**src/rtl/tmds_serializer_mc_if.sv**
```systemverilog
// Word handshake bundle for tmds_serializer_mc: one multi-lane word per transfer.
interface tmds_serializer_mc_if #(
  parameter int unsigned CHANNELS = 3,
  parameter int unsigned WORD_W   = 10
);
  logic [CHANNELS*WORD_W-1:0] in_data;
  logic                       in_valid;
  logic                       in_ready;

  modport master (
    output in_data,
    output in_valid,
    input  in_ready
  );

  modport slave (
    input  in_data,
    input  in_valid,
    output in_ready
  );
endinterface

```
**src/rtl/tmds_serializer_mc.sv**
```systemverilog
// Multi-lane TMDS word serializer in the shift-clock domain. Words enter a small FIFO through
// a valid/ready handshake and leave LSB-first, BITS_PER_CLK bits per clock, toward external
// ODDR primitives. An empty FIFO at a load edge substitutes IDLE_WORD on every lane.
module tmds_serializer_mc #(
  parameter int unsigned       CHANNELS     = 3,
  parameter int unsigned       WORD_W       = 10,
  parameter int unsigned       BITS_PER_CLK = 2,
  parameter int unsigned       FIFO_DEPTH   = 4,
  parameter logic [WORD_W-1:0] IDLE_WORD    = WORD_W'(10'h354)
) (
  input  logic                               clk_shift,
  input  logic                               rst_n,
  tmds_serializer_mc_if.slave                bus,
  input  logic                               clear_underflow,
  output logic [CHANNELS-1:0]                out_d0,
  output logic [CHANNELS-1:0]                out_d1,
  output logic                               word_start,
  output logic                               underflow,
  output logic [$clog2(FIFO_DEPTH+1)-1:0]    fifo_level
);

  localparam int unsigned K  = WORD_W / BITS_PER_CLK;
  localparam int unsigned PW = (K > 1) ? $clog2(K) : 1;
  localparam int unsigned AW = $clog2(FIFO_DEPTH);
  localparam int unsigned LW = $clog2(FIFO_DEPTH + 1);

  localparam logic [PW-1:0] LastPhase = PW'(K - 1);
  localparam logic [LW-1:0] FullLevel = LW'(FIFO_DEPTH);

  // Lane i sits at [i*WORD_W +: WORD_W], matching the flat in_data layout.
  typedef logic [CHANNELS-1:0][WORD_W-1:0] lanes_t;

  lanes_t        mem_q [FIFO_DEPTH];
  lanes_t        shift_q, shift_d;
  lanes_t        head;
  logic [AW-1:0] wr_ptr_q, wr_ptr_d;
  logic [AW-1:0] rd_ptr_q, rd_ptr_d;
  logic [LW-1:0] count_q, count_d;
  logic [PW-1:0] phase_q, phase_d;
  logic          primed_q, primed_d;
  logic          underflow_q, underflow_d;
  logic          load, empty, full, push, pop;

  // Handshake and load decode, all from registered state (no combinational ready path).
  always_comb begin
    empty = (count_q == '0);
    full  = (count_q == FullLevel);
    load  = (phase_q == LastPhase);
    push  = bus.in_valid && !full;
    pop   = load && !empty;
    head  = mem_q[rd_ptr_q];
  end

  // FIFO storage; contents need no reset since count_q gates every read.
  always_ff @(posedge clk_shift) begin
    if (push) begin
      mem_q[wr_ptr_q] <= bus.in_data;
    end
  end

  // Next-state for phase, FIFO bookkeeping, lane shifters and status flags.
  always_comb begin
    phase_d     = load ? '0 : phase_q + PW'(1);
    wr_ptr_d    = push ? wr_ptr_q + AW'(1) : wr_ptr_q;
    rd_ptr_d    = pop  ? rd_ptr_q + AW'(1) : rd_ptr_q;
    count_d     = count_q;
    case ({push, pop})
      2'b10:   count_d = count_q + LW'(1);
      2'b01:   count_d = count_q - LW'(1);
      default: count_d = count_q;
    endcase

    shift_d = shift_q;
    if (load) begin
      // A word written on this same edge is not visible yet: no bypass.
      shift_d = empty ? {CHANNELS{IDLE_WORD}} : head;
    end else begin
      for (int unsigned i = 0; i < CHANNELS; i++) begin
        shift_d[i] = shift_q[i] >> BITS_PER_CLK;
      end
    end

    primed_d    = primed_q | push;
    underflow_d = underflow_q;
    if (clear_underflow) begin
      underflow_d = 1'b0;
    end
    // Setting takes priority over a coincident clear.
    if (load && empty && primed_q) begin
      underflow_d = 1'b1;
    end
  end

  // State registers; reset parks the phase on a load so the first edge loads a word.
  always_ff @(posedge clk_shift or negedge rst_n) begin
    if (!rst_n) begin
      shift_q     <= '0;
      phase_q     <= LastPhase;
      wr_ptr_q    <= '0;
      rd_ptr_q    <= '0;
      count_q     <= '0;
      primed_q    <= 1'b0;
      underflow_q <= 1'b0;
    end else begin
      shift_q     <= shift_d;
      phase_q     <= phase_d;
      wr_ptr_q    <= wr_ptr_d;
      rd_ptr_q    <= rd_ptr_d;
      count_q     <= count_d;
      primed_q    <= primed_d;
      underflow_q <= underflow_d;
    end
  end

  // Output decode; with one bit per clock D0 and D1 carry the same bit (SDR through ODDR).
  always_comb begin
    for (int unsigned i = 0; i < CHANNELS; i++) begin
      out_d0[i] = shift_q[i][0];
      out_d1[i] = shift_q[i][BITS_PER_CLK-1];
    end
    word_start   = (phase_q == '0);
    underflow    = underflow_q;
    fifo_level   = count_q;
    bus.in_ready = !full;
  end

endmodule

```
**src/flat_wrapper.sv**
```systemverilog
// flat-port wrapper written by rule: the top's interface ports become plain ports
module tmds_serializer_mc_flat 
#(
  parameter int unsigned       CHANNELS     = 3,
  parameter int unsigned       WORD_W       = 10,
  parameter int unsigned       BITS_PER_CLK = 2,
  parameter int unsigned       FIFO_DEPTH   = 4,
  parameter logic [WORD_W-1:0] IDLE_WORD    = WORD_W'(10'h354)
)
  (clk_shift, rst_n, clear_underflow, out_d0, out_d1, word_start, underflow, fifo_level, bus_in_data, bus_in_valid, bus_in_ready);
  tmds_serializer_mc_if #(.CHANNELS(CHANNELS), .WORD_W(WORD_W)) bus_i ();
  input  logic clk_shift;
  input  logic rst_n;
  input  logic clear_underflow;
  output logic [CHANNELS-1:0] out_d0;
  output logic [CHANNELS-1:0] out_d1;
  output logic word_start;
  output logic underflow;
  output logic [$clog2(FIFO_DEPTH+1)-1:0] fifo_level;
  input wire logic [$bits(bus_i.in_data)-1:0] bus_in_data;
  input wire logic [$bits(bus_i.in_valid)-1:0] bus_in_valid;
  output wire logic [$bits(bus_i.in_ready)-1:0] bus_in_ready;
  assign bus_i.in_data = bus_in_data;
  assign bus_i.in_valid = bus_in_valid;
  assign bus_in_ready = bus_i.in_ready;
  tmds_serializer_mc #(.CHANNELS(CHANNELS), .WORD_W(WORD_W), .BITS_PER_CLK(BITS_PER_CLK), .FIFO_DEPTH(FIFO_DEPTH), .IDLE_WORD(IDLE_WORD)) u_core (.clk_shift(clk_shift), .rst_n(rst_n), .bus(bus_i), .clear_underflow(clear_underflow), .out_d0(out_d0), .out_d1(out_d1), .word_start(word_start), .underflow(underflow), .fifo_level(fifo_level));
endmodule
```
**config.mk**
```make
export PLATFORM = sky130hd
export DESIGN_NAME = tmds_serializer_mc_flat
export DESIGN_NICKNAME = d
export VERILOG_FILES = /design/src/rtl/tmds_serializer_mc_if.sv /design/src/rtl/tmds_serializer_mc.sv /design/src/flat_wrapper.sv
export SDC_FILE = /design/constraint.sdc
export NUM_CORES = 1
export LEC_CHECK = 0
export ABC_CLOCK_PERIOD_IN_PS = 5500
export CORE_UTILIZATION = 61
export CTS_BUF_LIST = sky130_fd_sc_hd__clkbuf_16
export DETAILED_ROUTE_END_ITERATION = 8
export PLACE_DENSITY_LB_ADDON = 0.2
export SLEW_MARGIN = 30
export SYNTH_ARGS = -nofsm -noshare
export SYNTH_HDL_FRONTEND = slang
export SYNTH_SLANG_ARGS = --single-unit
```
**constraint.sdc**
```tcl
create_clock -name clk_shift -period 5.5 [get_ports clk_shift]
set_input_delay 1.65 -clock clk_shift [delete_from_list [all_inputs] [get_ports clk_shift]]
set_output_delay 1.65 -clock clk_shift [all_outputs]
set_load 0.05 [all_outputs]
```
==> summary.txt, run 1 <==
GRT
  – Antenna violations before repair: 0
  – First-pass GRT wire length: 15,400 um
  – Vias in the first global route: 2,917
  – Grt ovf: 0
  – Largest net degree at the start of global routing: 43
  – Total GRT Usage: 0.219

Clocking
  – TritonCTS buffer count: 17
  – Clock-pin slew on the worst setup and hold paths: 0.06 ns
  – Worst-skew pair later-pin latency: 0.42 ns
  – TritonCTS Sinks: 162
  – Number of setup buffers added after CTS: 0
  – CTS resizes: 0
  – Hold Buf Count CTS: 0
  – CTS root buf: clkbuf_16
  – CTS H-tree lvls: 4
  – CTS tree: done
  – CTS Buffer Depth: 2

Detailed routing
  – Per-cell routed wire length: 20.5 um
  – ANT nets after route: 0
  – DRC: 1
  – DRT iter0 DRCs: 155
  – Initial DRT Pass Iterations: 6
  – Via/cell ratio: 5.78
  – Routed wire length: 9930 um
  – Total number of vias: 2,801

Flow run
  – Max-cap violations: 0

Timing
  – Max-slew headroom: 0.387
  – Setup violators final: 0
  – Worst Skew: 0.00748 ns
  – Hold WS: 0.470 ns
  – Tightest Pin Transition: 0.918 ns
  – RSZ-0062 raised after global routing: no
  – Setup TNS Final: 0 ns
  – Final hold vios: 0
  – Pins Over Slew Limit: 0
  – Tcrit/Tclk final: 0.666
  – Period minus WS final: 3.66 ns
  – Fmax: 273 MHz

Floorplan
  – Die area: 10,400 um2
  – Chip height: 102 um
  – I/O Pins: 46
  – Starting Density: 0.625
  – Core Region: 9730 um2
  – Die W: 102 um
  – # rows: 36

Outcome
  – Failing checks: DRC
  – Run status: finished, violations left

Power
  – Peak VDD IR: 0.000296 V
  – Lkg Pwr: 2.65 nW
  – Power Density: 542 nW/um2

Critical path
  – Worst reg2reg setup slack: 2.40 ns
  – Buf/Inv on CP: 1
  – CP Capture Type: output pin
  – Worst-path maximum fanout: 6
  – Crit path kind: reg -> out
  – Critical path's largest stage delay: 0.71 ns
  – Worst setup SP type: register
  – CP max stage cell: clkdlybuf4s50_1
  – Arr. time, crit path: 2.01 ns
  – WP data required: 3.85 ns
  – CP top delay family: buffers and inverters
  – Worst path cell trace: or3b_4, clkdlybuf4s50_1

Layout
  – N_diodes: 0
  – Layout cells sized above 1: 0.210
  – Final nets: 381
  – FILL cells: 595
  – Most frequent cells in the layout: edfxtp_1, clkdlybuf4s50_1, dfrtp_1
  – Multi-input gate area: 1250 um2
  – Sequential cell area: 4660 um2
  – Area Overhead vs Synth: 17.5%
  – Commonest non-fill, non-tap cell in the layout: edfxtp_1

Placed design
  – IO Port Bufs: 45
  – DP HPWL: 5470 um
  – Final GP Congestion: 0.636

Synth
  – Syn Nets: 334
  – Synth async-reset ratio: 0.259
  – Synth warnings: 0
  – Sequential share of the synthesized area: 0.766
  – EDFF count, synth: 120
  – Ys flop type: edfxtp_1
  – Netlist cell types: 31
  – Syn Inst Count: 292
  – Flops & latches, synth: 162
  – Post-Syn Area: 6080 um2
  – Post-synthesis area per instance: 20.8 um2

Min path
  – Hold Crit Class: reg -> reg
## cell type report
type                    count  area share
clock buffers              17      0.0596
inverters                  10     0.00561
repair buffers             46      0.0638
multi-input cells         102       0.176
clock inverters            15      0.0198
well taps                 133      0.0233
flip-flops and latches    162       0.652
## power by group
| part | internal (mW) | switching (mW) |
|---|---|---|
| Combinational | 0.489 | 0.529 |
| Sequential | 1.59 | 0.153 |
| Clock | 0.663 | 0.451 |
## sequential cells by signal, summed over array words and instances (netlist names)
| register | count |
|---|---|
| u_core.underflow | 1 |
| u_core.wr_ptr_q | 2 |
| u_core.phase_q | 3 |
| u_core.mem_q | 120 |
| u_core.fifo_level | 3 |
| u_core.out_d0 | 3 |
| u_core.shift_q | 24 |
| u_core.primed_q | 1 |
| u_core.rd_ptr_q | 2 |
| u_core.out_d1 | 3 |
## synth_stat cells (all sizes together) (3+ instances only)
master / n / area (um2)
edfxtp: 120 / 3600
ha: 7 / 87.6
mux4: 30 / 676
and2: 3 / 21.3
and3: 4 / 30.0
a22o: 15 / 131
clkbuf: 3 / 11.3
buf: 15 / 118
xnor2: 3 / 26.3
o22a: 9 / 78.8
inv: 10 / 40.0
xor2: 3 / 26.3
dfrtp: 41 / 1030
nor2: 15 / 56.3
## metrics by stage
step | instances | total power [mW] | cell area [um2] | setup slack (ns) | util
6_report | 485 | 3.87 | 7140 | 1.84 | 0.734
5_1_grt | 485 | 4.04 | 7140 | 1.75 | 0.734
4_1_cts | 485 | 3.92 | 7140 | 1.81 | 0.734
3_5_place_dp | 453 | 2.80 | 6570 | 2.03 | 0.676
3_3_place_gp | 453 | 2.76 | 6570 | 2.08 | 0.675
2_1_floorplan | 292 | 2.54 | 6080 | 2.52 | -
## cell families (layout without fill, tap and decap cells)
kind of cell | Yosys count | in the layout | synth area share
buffers and inverters | 28 | 88 | 0.0278
flip-flops | 162 | 162 | 0.766
multiplexers | 33 | 33 | 0.117
AO/OA/AOI/OAI | 25 | 25 | 0.0354
adder cells (fa/ha/maj) | 8 | 8 | 0.0177
XOR/XNOR | 6 | 6 | 0.00865
AND/OR/NAND/NOR | 30 | 30 | 0.0274
## final timing paths
check | from | cells past startpoint | to
worst max-delay path | u_core.fifo_level[0] | 2 | bus_in_ready
worst min-delay path | u_core.shift_q[19] | 1 | u_core.shift_q[17]
worst max register to register | u_core.phase_q[0] | 11 | u_core.fifo_level[2]
worst min register to register | u_core.shift_q[19] | 1 | u_core.shift_q[17]
max in group asynchronous | rst_n | 1 | u_core.rd_ptr_q[0]
min in group asynchronous | rst_n | 1 | u_core.shift_q[13]
## per-layer routing
metal,wire (um),GRT usage
met4,143,0.0769
met2,5110,0.354
met1,4250,0.279
met5,0,0
met3,422,0.0800
(Power assumes the default switching activity.)
==> run 2: changes to the inputs <==
--- a/config.mk
+++ b/config.mk
@@ -5,8 +5,8 @@
 export SDC_FILE = /design/constraint.sdc
 export NUM_CORES = 1
 export LEC_CHECK = 0
-export ABC_CLOCK_PERIOD_IN_PS = 5500
-export CORE_UTILIZATION = 61
+export ABC_CLOCK_PERIOD_IN_PS = 3800
+export CORE_UTILIZATION = 57
 export CTS_BUF_LIST = sky130_fd_sc_hd__clkbuf_16
 export DETAILED_ROUTE_END_ITERATION = 8
 export PLACE_DENSITY_LB_ADDON = 0.2
==> constraint.sdc (replaced) <==
create_clock -name clk_shift -period 3.8 [get_ports clk_shift]
set_input_delay 1.14 -clock clk_shift [delete_from_list [all_inputs] [get_ports clk_shift]]
set_output_delay 1.14 -clock clk_shift [all_outputs]
set_load 0.05 [all_outputs]
==> run 2 against run 1 <==
The flow now finishes without violations. Flip-flop and latch count did not move. Die area rose by 6.9%. Total power rose by 43%. Clock skew fell by 0.00053 ns. First-iteration DRC count rose by 3.9%. Clock power rose by 39%. Sequential share of layout area fell by 0.086 points. Register-to-register slack got worse by 1.5 ns. Via count fell by 1.5%. Critical path type unchanged. Largest cell class unchanged. Highest routed layer unchanged.
==> summary.txt, run 2 (synthesis gave the netlist of run 1 again) <==
Outcome
  – Run status: finished, final reports clean

Detailed routing
  – Total number of vias: 2,758
  – Per-cell routed wire length: 19.5 um
  – Routed wire length: 9580 um
  – Initial DRT Pass Iterations: 4
  – DRT iter0 DRCs: 161
  – ANT nets after route: 0
  – Via/cell ratio: 5.61
  – DRC: 0

Timing
  – Worst Skew: 0.00695 ns
  – Period minus WS final: 3.14 ns
  – Tightest Pin Transition: 0.879 ns
  – Tcrit/Tclk final: 0.827
  – Final hold vios: 0
  – Fmax: 318 MHz
  – Worst setup margin: 0.658 ns
  – Setup TNS Final: 0 ns
  – Hold WS: 0.466 ns
  – RSZ-0062 raised after global routing: no
  – Setup violators final: 0
  – Pins Over Slew Limit: 0
  – Max-slew headroom: 0.413

GRT
  – First-pass GRT wire length: 15,700 um
  – Total GRT Usage: 0.198
  – Grt ovf: 0
  – Vias in the first global route: 3,009
  – Largest net degree at the start of global routing: 43
  – Antenna violations before repair: 0

Floorplan
  – Chip height: 105 um
  – Die W: 105 um
  – I/O Pins: 46
  – Core Region: 10,300 um2
  – Starting Density: 0.589
  – # rows: 37
  – Die area: 11,100 um2

Critical path
  – Crit path kind: reg -> out
  – Critical path's largest stage delay: 0.71 ns
  – Arr. time, crit path: 2.00 ns
  – Worst reg2reg setup slack: 0.92 ns
  – Crit. Startpoint: u_core.fifo_level[0]
  – Reg2Reg Capture Point: u_core.fifo_level[2]
  – Crit path capture: bus_in_ready
  – WP data required: 2.66 ns
  – Worst setup SP type: register
  – R2r startpoint: u_core.phase_q[0]
  – CP Capture Type: output pin
  – Worst path cell trace: or3b_4, clkdlybuf4s50_1
  – Worst-path maximum fanout: 6
  – CP max stage cell: clkdlybuf4s50_1
  – R2R depth: 11

Min path
  – Hold Crit Class: reg -> reg
  – Hold Path Stages: 1

Power
  – Overall Power: 5.54 mW
  – Peak VDD IR: 0.000429 V
  – Lkg Pwr: 2.67 nW
  – Power Density: 775 nW/um2

Layout
  – Biggest regs: u_core.mem_q x120, u_core.shift_q x24
  – Max reg flops: 120
  – Final Instance Count excl. Fillers: 492
  – Non-Filler Cell Area, Final: 7150 um2
  – Layout cells sized above 1: 0.202
  – Final nets: 386
  – Commonest non-fill, non-tap cell in the layout: edfxtp_1
  – N_diodes: 0
  – Final Core Density: 0.693
  – Area Overhead vs Synth: 17.6%
  – Most flop-heavy register: u_core.mem_q
  – Most frequent cells in the layout: edfxtp_1, clkdlybuf4s50_1, dfrtp_1

Clocking
  – CTS root buf: clkbuf_16
  – CTS Buffer Depth: 2
  – CTS H-tree lvls: 4
  – Number of setup buffers added after CTS: 0
  – Clock-pin slew on the worst setup and hold paths: 0.06 ns
  – TritonCTS Sinks: 162
  – CTS tree: done
  – CTS resizes: 0
  – Worst-skew pair later-pin latency: 0.41 ns
  – Hold Buf Count CTS: 0
  – TritonCTS buffer count: 17

Placed design
  – Area after DPL: 6610 um2
  – IO Port Bufs: 45
  – Final GP Congestion: 0.671
  – Placed cell count: 461
  – Dpl ws: 0.841 ns
  – DP HPWL: 5600 um

Flow run
  – Max-cap violations: 0
-- run 2: cell types whose count changed in the layout (fill, tap and decap cells not counted), sizes merged --
cell,before,now
buf,2,7
inv,13,15
clkinv,10,7
-- run 2: final cells by class --
type	count	area, um2
repair buffers	51	493
inverters	10	40.0
fillers	663	3170
clock inverters	14	109
multi-input cells	102	1250
well taps	136	170
clock buffers	17	425
flip-flops and latches	162	4660
-- run 2: critical path, delay by kind of cell (launching register included) --
family / cells / cell delay (ns)
buffers and inverters: 1 / 0.71
AND/OR/NAND/NOR: 1 / 0.43
flip-flops: 1 / 0.45
-- run 2: per-layer routing --
| layer | wire (um) | global-route usage | vias up | part of all wire |
|---|---|---|---|---|
| met5 | 0 | 0 | - | 0 |
| met4 | 87 | 0.0785 | 0 | 0.0091 |
| met3 | 330 | 0.0513 | 8 | 0.034 |
| met2 | 4780 | 0.317 | 55 | 0.50 |
| met1 | 4380 | 0.263 | 1452 | 0.46 |
| li1 | - | - | 1243 | - |
-- run 2: worst min path at each step --
stage                       startpoint            endpoint  slack (ns)
CTS                    u_core.primed_q     u_core.primed_q        0.47
global placement     u_core.phase_q[0]   u_core.phase_q[0]        0.44
detailed placement     u_core.primed_q     u_core.primed_q        0.46
floorplan            u_core.phase_q[0]   u_core.phase_q[0]        0.43
finish                 u_core.primed_q     u_core.primed_q        0.47
global route        u_core.shift_q[17]  u_core.shift_q[15]        0.49
-- run 2: power breakdown --
part           total (mW)  internal (mW)  switching (mW)
Clock                1.54          0.937           0.606
Combinational        1.46          0.728           0.735
Sequential           2.53           2.29           0.241
==> run 3: changes to the inputs <==
--- a/config.mk
+++ b/config.mk
@@ -5,7 +5,7 @@
 export SDC_FILE = /design/constraint.sdc
 export NUM_CORES = 1
 export LEC_CHECK = 0
-export ABC_CLOCK_PERIOD_IN_PS = 3800
+export ABC_CLOCK_PERIOD_IN_PS = 3250
 export CORE_UTILIZATION = 57
 export CTS_BUF_LIST = sky130_fd_sc_hd__clkbuf_16
 export DETAILED_ROUTE_END_ITERATION = 8
==> constraint.sdc (replaced) <==
create_clock -name clk_shift -period 3.25 [get_ports clk_shift]
set_input_delay 0.975 -clock clk_shift [delete_from_list [all_inputs] [get_ports clk_shift]]
set_output_delay 0.975 -clock clk_shift [all_outputs]
set_load 0.05 [all_outputs]
==> run 3 against run 2 <==
Clock power up 21%. Register-to-register slack worse by 0.51 ns. Flip-flop and latch count unchanged. Critical path type unchanged. Count of clock-buffer cells in the layout up 2. Utilization up 0.75 points.
==> summary.txt, run 3 (synthesis gave the netlist of run 1 again) <==
Outcome
  – Run status: finished, final reports clean

Timing
  – Tcrit/Tclk final: 0.929
  – RSZ-0062 raised after global routing: no
  – Tightest Pin Transition: 0.802 ns
  – Worst Skew: 0.00773 ns
  – Pins Over Slew Limit: 0
  – Max-slew headroom: 0.465
  – Fmax: 331 MHz
  – Setup TNS Final: 0 ns
  – Period minus WS final: 3.02 ns
  – Final hold vios: 0
  – Setup violators final: 0

GRT
  – Antenna violations before repair: 0
  – Vias in the first global route: 2,951
  – Gr busiest metal: met2
  – Total GRT Usage: 0.205
  – GR Util met3: 0.0489
  – Met2 usage: 0.331
  – Grt met1 use: 0.270
  – Largest net degree at the start of global routing: 32
  – Grt ovf: 0
  – First-pass GRT wire length: 16,100 um

Detailed routing
  – DRC: 0
  – Via/cell ratio: 5.69
  – Routed wire length: 10,000 um
  – Initial DRT Pass Iterations: 4
  – ANT nets after route: 0
  – DRT iter0 DRCs: 146
  – Per-cell routed wire length: 20.3 um
  – Total number of vias: 2,822

Clocking
  – Clock-pin slew on the worst setup and hold paths: 0.06 ns
  – CTS root buf: clkbuf_16
  – Hold Buf Count CTS: 0
  – TritonCTS buffer count: 17
  – CTS Buffer Depth: 2
  – Number of setup buffers added after CTS: 0
  – CTS tree: done
  – TritonCTS Sinks: 162
  – CTS H-tree lvls: 4
  – CTS resizes: 0
  – Worst-skew pair later-pin latency: 0.41 ns

Placed design
  – Final GP Congestion: 0.732
  – Placed cell count: 464
  – DP HPWL: 6010 um
  – IO Port Bufs: 45

Layout
  – Most flop-heavy register: u_core.mem_q
  – N_diodes: 0
  – Area Overhead vs Synth: 18.9%
  – Final Core Density: 0.700
  – Layout cells sized above 1: 0.219
  – Max reg flops: 120
  – Commonest non-fill, non-tap cell in the layout: edfxtp_1
  – Most frequent cells in the layout: edfxtp_1, clkdlybuf4s50_1, dfrtp_1
  – Final nets: 389
  – Biggest regs: u_core.mem_q x120, u_core.shift_q x24
  – FILL cells: 648
  – Final Instance Count excl. Fillers: 496

Min path
  – Hold Crit Class: reg -> reg

Critical path
  – Crit path kind: reg -> out
  – Critical path's largest stage delay: 0.81 ns
  – WP data required: 2.27 ns
  – Buf/Inv on CP: 2
  – CP top delay family: buffers and inverters
  – Worst path cell trace: inv_1, ha_1, nor2b_1, clkdlybuf4s50_1
  – Worst setup SP type: register
  – Arr. time, crit path: 2.04 ns
  – Worst-path maximum fanout: 4
  – CP max stage cell: clkdlybuf4s50_1
  – CP Capture Type: output pin

Floorplan
  – # rows: 37
  – Starting Density: 0.589
  – Die area: 11,100 um2
  – Die W: 105 um
  – I/O Pins: 46
  – Core Region: 10,300 um2
  – Chip height: 105 um

Power
  – Lkg Pwr: 2.69 nW
  – Peak VDD IR: 0.000430 V
  – Overall Power: 6.59 mW
  – Power Density: 912 nW/um2

Flow run
  – Max-cap violations: 0
## run 3: changes by cell type in the layout (fill, tap and decap cells not counted)
cell / previous run / this run
buf_12: 0 / 2
clkbuf_16: 17 / 19
buf_2: 0 / 1
bufinv_16: 2 / 1
inv_1: 14 / 11
clkinv_4: 0 / 1
clkinvlp_4: 0 / 2
## run 3: where the power goes
part	switching [mW]	internal (mW)	total, mW
Sequential	0.249	2.68	2.93
Combinational	0.924	0.885	1.81
Clock	0.733	1.12	1.86
## run 3: path summary, 6_finish.rpt
kind / depth (start not counted) / from / end / slack, ns
setup / recovery: 4 / u_core.phase_q[0] / word_start / 0.23
hold / removal: 1 / u_core.phase_q[0] / u_core.phase_q[0] / 0.46
setup reg to reg: 11 / u_core.phase_q[0] / u_core.fifo_level[2] / 0.41
hold reg to reg: 1 / u_core.phase_q[0] / u_core.phase_q[0] / 0.46
max in group asynchronous: 2 / rst_n / u_core.underflow / 2.01
min in group asynchronous: 1 / rst_n / u_core.shift_q[17] / 0.60
## run 3: per-layer routing
metal	vias up	share of wire
met3	13	0.032
li1	1253	-
met1	1492	0.43
met4	0	0.019
met2	64	0.51
met5	-	0
## run 3: area by class of cell
| cell class | instances | area [um2] | share of cell area |
|---|---|---|---|
| clock buffers | 19 | 475 | 0.0658 |
| multi-input cells | 102 | 1250 | 0.173 |
| well taps | 136 | 170 | 0.0235 |
| repair buffers | 54 | 538 | 0.0744 |
| flip-flops and latches | 162 | 4660 | 0.645 |
| clock inverters | 13 | 91.3 | 0.0126 |
| inverters | 10 | 40.0 | 0.00554 |
## run 3: stage by stage
stage               setup slack (ns)  hold WS (ns)  instance area, um2
CTS                            0.202         0.464                7230
global placement               0.517         0.442                6660
finish                         0.232         0.460                7230
floorplan                      0.699         0.432                6080
global route                   0.120         0.472                7230
detailed placement             0.399         0.456                6660
## run 3: worst register-to-register path, cell delays in order (launching register included)
cell      delay [ns]
dfrtp_1         0.39
inv_1           0.07
ha_1            0.19
and2_1          0.40
nand2b_1        0.34
inv_4           0.29
ha_1            0.23
inv_1           0.06
fa_1            0.37
xor2_1          0.15
nor2_1          0.11
xor2_1          0.15
==> patch 1 (flow settings as in run 2) <==
`CHANNELS` is set to 3 in 3 places; all go to 6.
--- a/src/rtl/tmds_serializer_mc_if.sv
+++ b/src/rtl/tmds_serializer_mc_if.sv
@@ -2,3 +2,3 @@
 interface tmds_serializer_mc_if #(
-  parameter int unsigned CHANNELS = 3,
+  parameter int unsigned CHANNELS = 6,
   parameter int unsigned WORD_W   = 10
--- a/src/rtl/tmds_serializer_mc.sv
+++ b/src/rtl/tmds_serializer_mc.sv
@@ -4,3 +4,3 @@
 module tmds_serializer_mc #(
-  parameter int unsigned       CHANNELS     = 3,
+  parameter int unsigned       CHANNELS     = 6,
   parameter int unsigned       WORD_W       = 10,
--- a/src/flat_wrapper.sv
+++ b/src/flat_wrapper.sv
@@ -3,3 +3,3 @@
 #(
-  parameter int unsigned       CHANNELS     = 3,
+  parameter int unsigned       CHANNELS     = 6,
   parameter int unsigned       WORD_W       = 10,
Interface: changed (resized bus_in_data, out_d0 and out_d1); port bits go from 46 to 82. No check against the original RTL was run, so the function may have changed too.
==> patch 1 against run 2 <==
- sequential share of layout area up 1.6 points
- non-clock buffer count up 48
- cell count increased by 85%
- final area grew 89%
- power is 86% higher
- setup slack worse by 210 ps
- routed wire length grew 110%
- sequential cell count rose by 150
- synthesized area up 89%
==> patch 1: results (changes against run 2) <==
- The number of global-route vias before repair is 5753 (+91%).
- The maximum vdd ir drop is 0.397 mV (-7.6%).
- The critical-path cell with the highest stage delay is clkdlybuf4s50_1.
- The number of nets at the end of the flow came to 693 (+80%).
- The transition at the pin with the smallest max-transition slack is 845 ps (-34.2 ps).
- The clock input transition at the sequential cells of the worst setup and hold paths was 60 ps (about the same).
- The post-cts gate resize count was 0 (unchanged).
- The setup fix buffers added after clock tree synthesis was 0 (unchanged).
- The number of nets produced by synthesis is 600 (+80%).
- The final HPWL from detailed placement is 11.4 mm (+100%).
- The commonest cells after synthesis are edfxtp_1, dfrtp_1, mux4_2.
- The number of clock buffers inserted by TritonCTS is 30 (+13).
- The number of DRC markers after the initial detailed-route iteration is 387 (+140%).
- The number of flops mapped to enable cells by yosys came to 240 (+100%).
- The cell leakage power is 4.91 nW (+84%).
- The signal arrival time at the worst endpoint is 2210 ps (+210 ps).
- The maximum fanout encountered on the critical timing path was 4 (-2).
- The final worst clock skew is 10.6 ps (+3.69 ps).
- In the final layout, the registers with the most flip-flops are u_core.mem_q (240), u_core.shift_q (48).
- The number of different library cells in the post-synthesis netlist is 30 (-3.2%).
- The area taken by flip-flops and latches is 0.00901 mm² (+94%).
- Among cell families on the critical path, the largest total delay comes from buffers and inverters.
- The global-route wire length before repair is 31.5 mm (+100%).
- The final estimated routing congestion in global placement is 0.747 (+11%).
- The number of detailed-route iterations in the first pass is 4 (unchanged).
- The maximum buffer depth of the clock tree is 3 (+1).
- The H-tree depth was 1 (-3).
- Ranked by total cell area, the synthesized netlist is headed by edfxtp_1, dfrtp_1, mux4_2.
- edfxtp_1 is the most common cell in the netlist.
- The path class of the tightest hold or removal check is reg -> reg.
- The initial antenna violation count is 0 (unchanged).
- The share of flip-flops with an asynchronous set or reset after synthesis came to 0.231 (-0.0285).
- The total inserted antenna cells is 0 (unchanged).
- The number of filler cells placed in the layout is 1222 (+84%).
- The count of warnings emitted by yosys came to 0 (unchanged).
- The buffer type at the clock tree root is clkbuf_16.
- The run finished with clean final reports.
- The worst setup path is launched from a flip-flop.
- The sequential element share of the synthesized area is 0.785 (+0.0189).
- The average wire per standard cell is 22.0 µm (+13%).
- The largest net degree at the start of global routing is 61 (+42%).
- The clock latency of the later-clocked register in the worst-skew pair was 540 ps (+130 ps).
- The number of input and output port buffers inserted is 81 (+80%).
- The share of layout cells above drive strength 1 is 0.214 (+0.0117).
- The via count of the routed design is 5209 (+89%).
- The largest incremental delay on the critical path is 830 ps (+120 ps).
- The total global-route track usage is 0.209 (+0.0109).
- The post-detailed-placement cell area came to 0.0126 mm² (+90%).
==> patch 1: cell count changes after synthesis, sizes merged <==
cell / change
a22o: +15
buf: +15
clkbuf: +5
dfrtp: +30
edfxtp: +120
mux4: +30
nor2: +12
o22a: +9
==> patch 1: worst paths after layout <==
path | endpoint | from | cells past startpoint | slack [ps]
max | word_start | u_core.phase_q[0]$_DFF_PN0_ | 4 | 450
min | u_core.phase_q[0]$_DFF_PN0_ | u_core.phase_q[0]$_DFF_PN0_ | 1 | 460
max reg2reg | u_core.fifo_level[2]$_DFFE_PN0P_ | u_core.phase_q[0]$_DFF_PN0_ | 12 | 1400
min reg2reg | u_core.phase_q[0]$_DFF_PN0_ | u_core.phase_q[0]$_DFF_PN0_ | 1 | 460
max in group asynchronous | u_core.phase_q[2]$_DFF_PN1_ | rst_n | 2 | 2380
min in group asynchronous | u_core.out_d1[1]$_DFF_PN0_ | rst_n | 1 | 690
==> patch 1: layout make-up <==
type,instances,area share
multi-input combinational,168,0.162
sequential,312,0.667
clock inverter,25,0.0121
clock buffer,31,0.0574
inverter,10,0.00278
tap,265,0.0245
timing repair buffer,99,0.0735
==> patch 1: routing by layer <==
metal  track usage  share of wire  routed length (µm)
met4        0.0683          0.021                 410
met2         0.349           0.52               10300
met3        0.0297          0.045                 908
met5             0              0                   0
met1         0.286           0.42                8350
==> patch 1: where the power goes <==
group / internal [mW] / switching, mW
registers: 4.41 / 0.341
clock network: 1.61 / 1.18
logic: 1.37 / 1.39
total: 7.39 / 2.91
==> patch 1: kinds of logic after synthesis <==
| logic type | share of synthesized area |
|---|---|
| simple gates | 0.0174 |
| fa+ha+maj | 0.00937 |
| mux | 0.121 |
| compound gates | 0.0371 |
| buf+inv | 0.0258 |
| xor+xnor | 0.00458 |
| flops | 0.785 |
==> patch 1: metrics by stage <==
| step | std cells | worst slack [ps] |
|---|---|---|
| detailed placement | 854 | 799 |
| finish | 910 | 445 |
| floorplan | 528 | 781 |
| global route | 910 | 366 |
| CTS | 910 | 423 |
| global placement | 854 | 851 |
==> patch 1: worst reg2reg max path: stages, from the launching register on <==
cell and delay [ps]:
dfrtp_1 390, inv_1 60, ha_1 200, and2_1 140, buf_4 280, nand2b_1 140
inv_2 80, ha_1 180, inv_1 70, fa_1 370, xor2_1 150, nor2_1 110
xor2_1 150
==> patch 2 (config.mk and constraints of run 2) <==
Made on the original files. Make the reset (`rst_n`) synchronous in one clocked block.
--- a/src/rtl/tmds_serializer_mc.sv
+++ b/src/rtl/tmds_serializer_mc.sv
@@ -94,3 +94,3 @@
   // State registers; reset parks the phase on a load so the first edge loads a word.
-  always_ff @(posedge clk_shift or negedge rst_n) begin
+  always_ff @(posedge clk_shift) begin
     if (!rst_n) begin
Behaviour: differs if rst_n is asserted again (counterexample within 4 cycles, from zero or initial values and one cycle with rst_n low); with rst_n held inactive, the same outputs for 10 cycles.
==> patch 2 against run 2 <==
- cell count rose by 3.5%
- synthesized area fell by 0.97%
- non-clock buffer count fell by 2
- critical path depth did not move
- clock skew fell by 2.1 ps
- fmax fell by 4.9%
- routed wire length rose by 3.3%
- setup slack got worse by 160 ps
- power fell by 14%
- final area fell by 1.1%
- sequential cell count rose by 2
- die area fell by 0.95%
- combinational power fell by 37%
==> patch 2: results (changes against run 2) <==
- The number of non-clock buffers in the layout is 49 (-3.9%).
- The sequential cell count is 164 (+1.2%).
- The number of nets at the end of the flow is 402 (+4.1%).
- The sequential element share of the synthesized area is 0.745 (-0.0210).
- The fraction of area in registers is 0.635 (-0.0170).
- The number of filler cells placed in the layout is 678 (+2.3%).
- The area of the multi-input gates was 0.00136 mm² (+8.6%).
- The number of different library cells in the post-synthesis netlist is 35 (+13%).
- The flow ran to the end, and the final reports show no timing, DRC or antenna violations.
- The post-place setup slack is 625 ps (-215 ps).
- The final-layout clock buffer total was 18 (+1).
- The count of mapped cells out of synthesis is 312 (+6.8%).
- The maximum vdd ir drop is 0.331 mV (-23%).
- The met1 global-route usage came to 0.270 (+0.00792).
- The largest incremental delay on the critical path is 760 ps (+50 ps).
- The overall die area came to 0.0110 mm² (-0.95%).
- The post-detailed-placement cell area is 0.00654 mm² (-1.1%).
- The number of nets produced by synthesis was 354 (+6.0%).
- The share of layout cells above drive strength 1 is 0.153 (-0.0494).
- The global-route met3 utilization was 0.0574 (+0.00606).
- The cell leakage power is 2.42 nW (-9.2%).
- The share of final layout cell area taken by clock buffers and inverters came to 0.0752 (+0.000439).
- The multi-input combinational cell count is 117 (+15%).
- The placed instance count came to 477 (+3.5%).
- The largest net degree at the start of global routing is 31 (-28%).
[patch 2: final timing paths]
check	slack [ps]	cells past startpoint	start	end
worst max-delay path	500	2	u_core.fifo_level[2]$_SDFFE_PN0P_	bus_in_ready
worst min-delay path	440	1	u_core.shift_q[2]$_SDFF_PN0_	u_core.out_d0[0]$_SDFF_PN0_
worst max register to register	1260	10	u_core.phase_q[0]$_SDFF_PP0_	u_core.fifo_level[2]$_SDFFE_PN0P_
worst min register to register	440	1	u_core.shift_q[2]$_SDFF_PN0_	u_core.out_d0[0]$_SDFF_PN0_
[patch 2: logic make-up after synthesis]
group,count (synthesis),synth area share
adder cells (fa/ha/maj),8,0.0179
AO/OA/AOI/OAI,36,0.0526
flip-flops,164,0.745
multiplexers,31,0.119
AND/OR/NAND/NOR,39,0.0324
XOR/XNOR,3,0.00437
buffers and inverters,31,0.0289
[patch 2: where the power goes]
group	switching, mW	internal [mW]
clock network	0.609	0.909
registers	0.179	2.15
logic	0.474	0.443
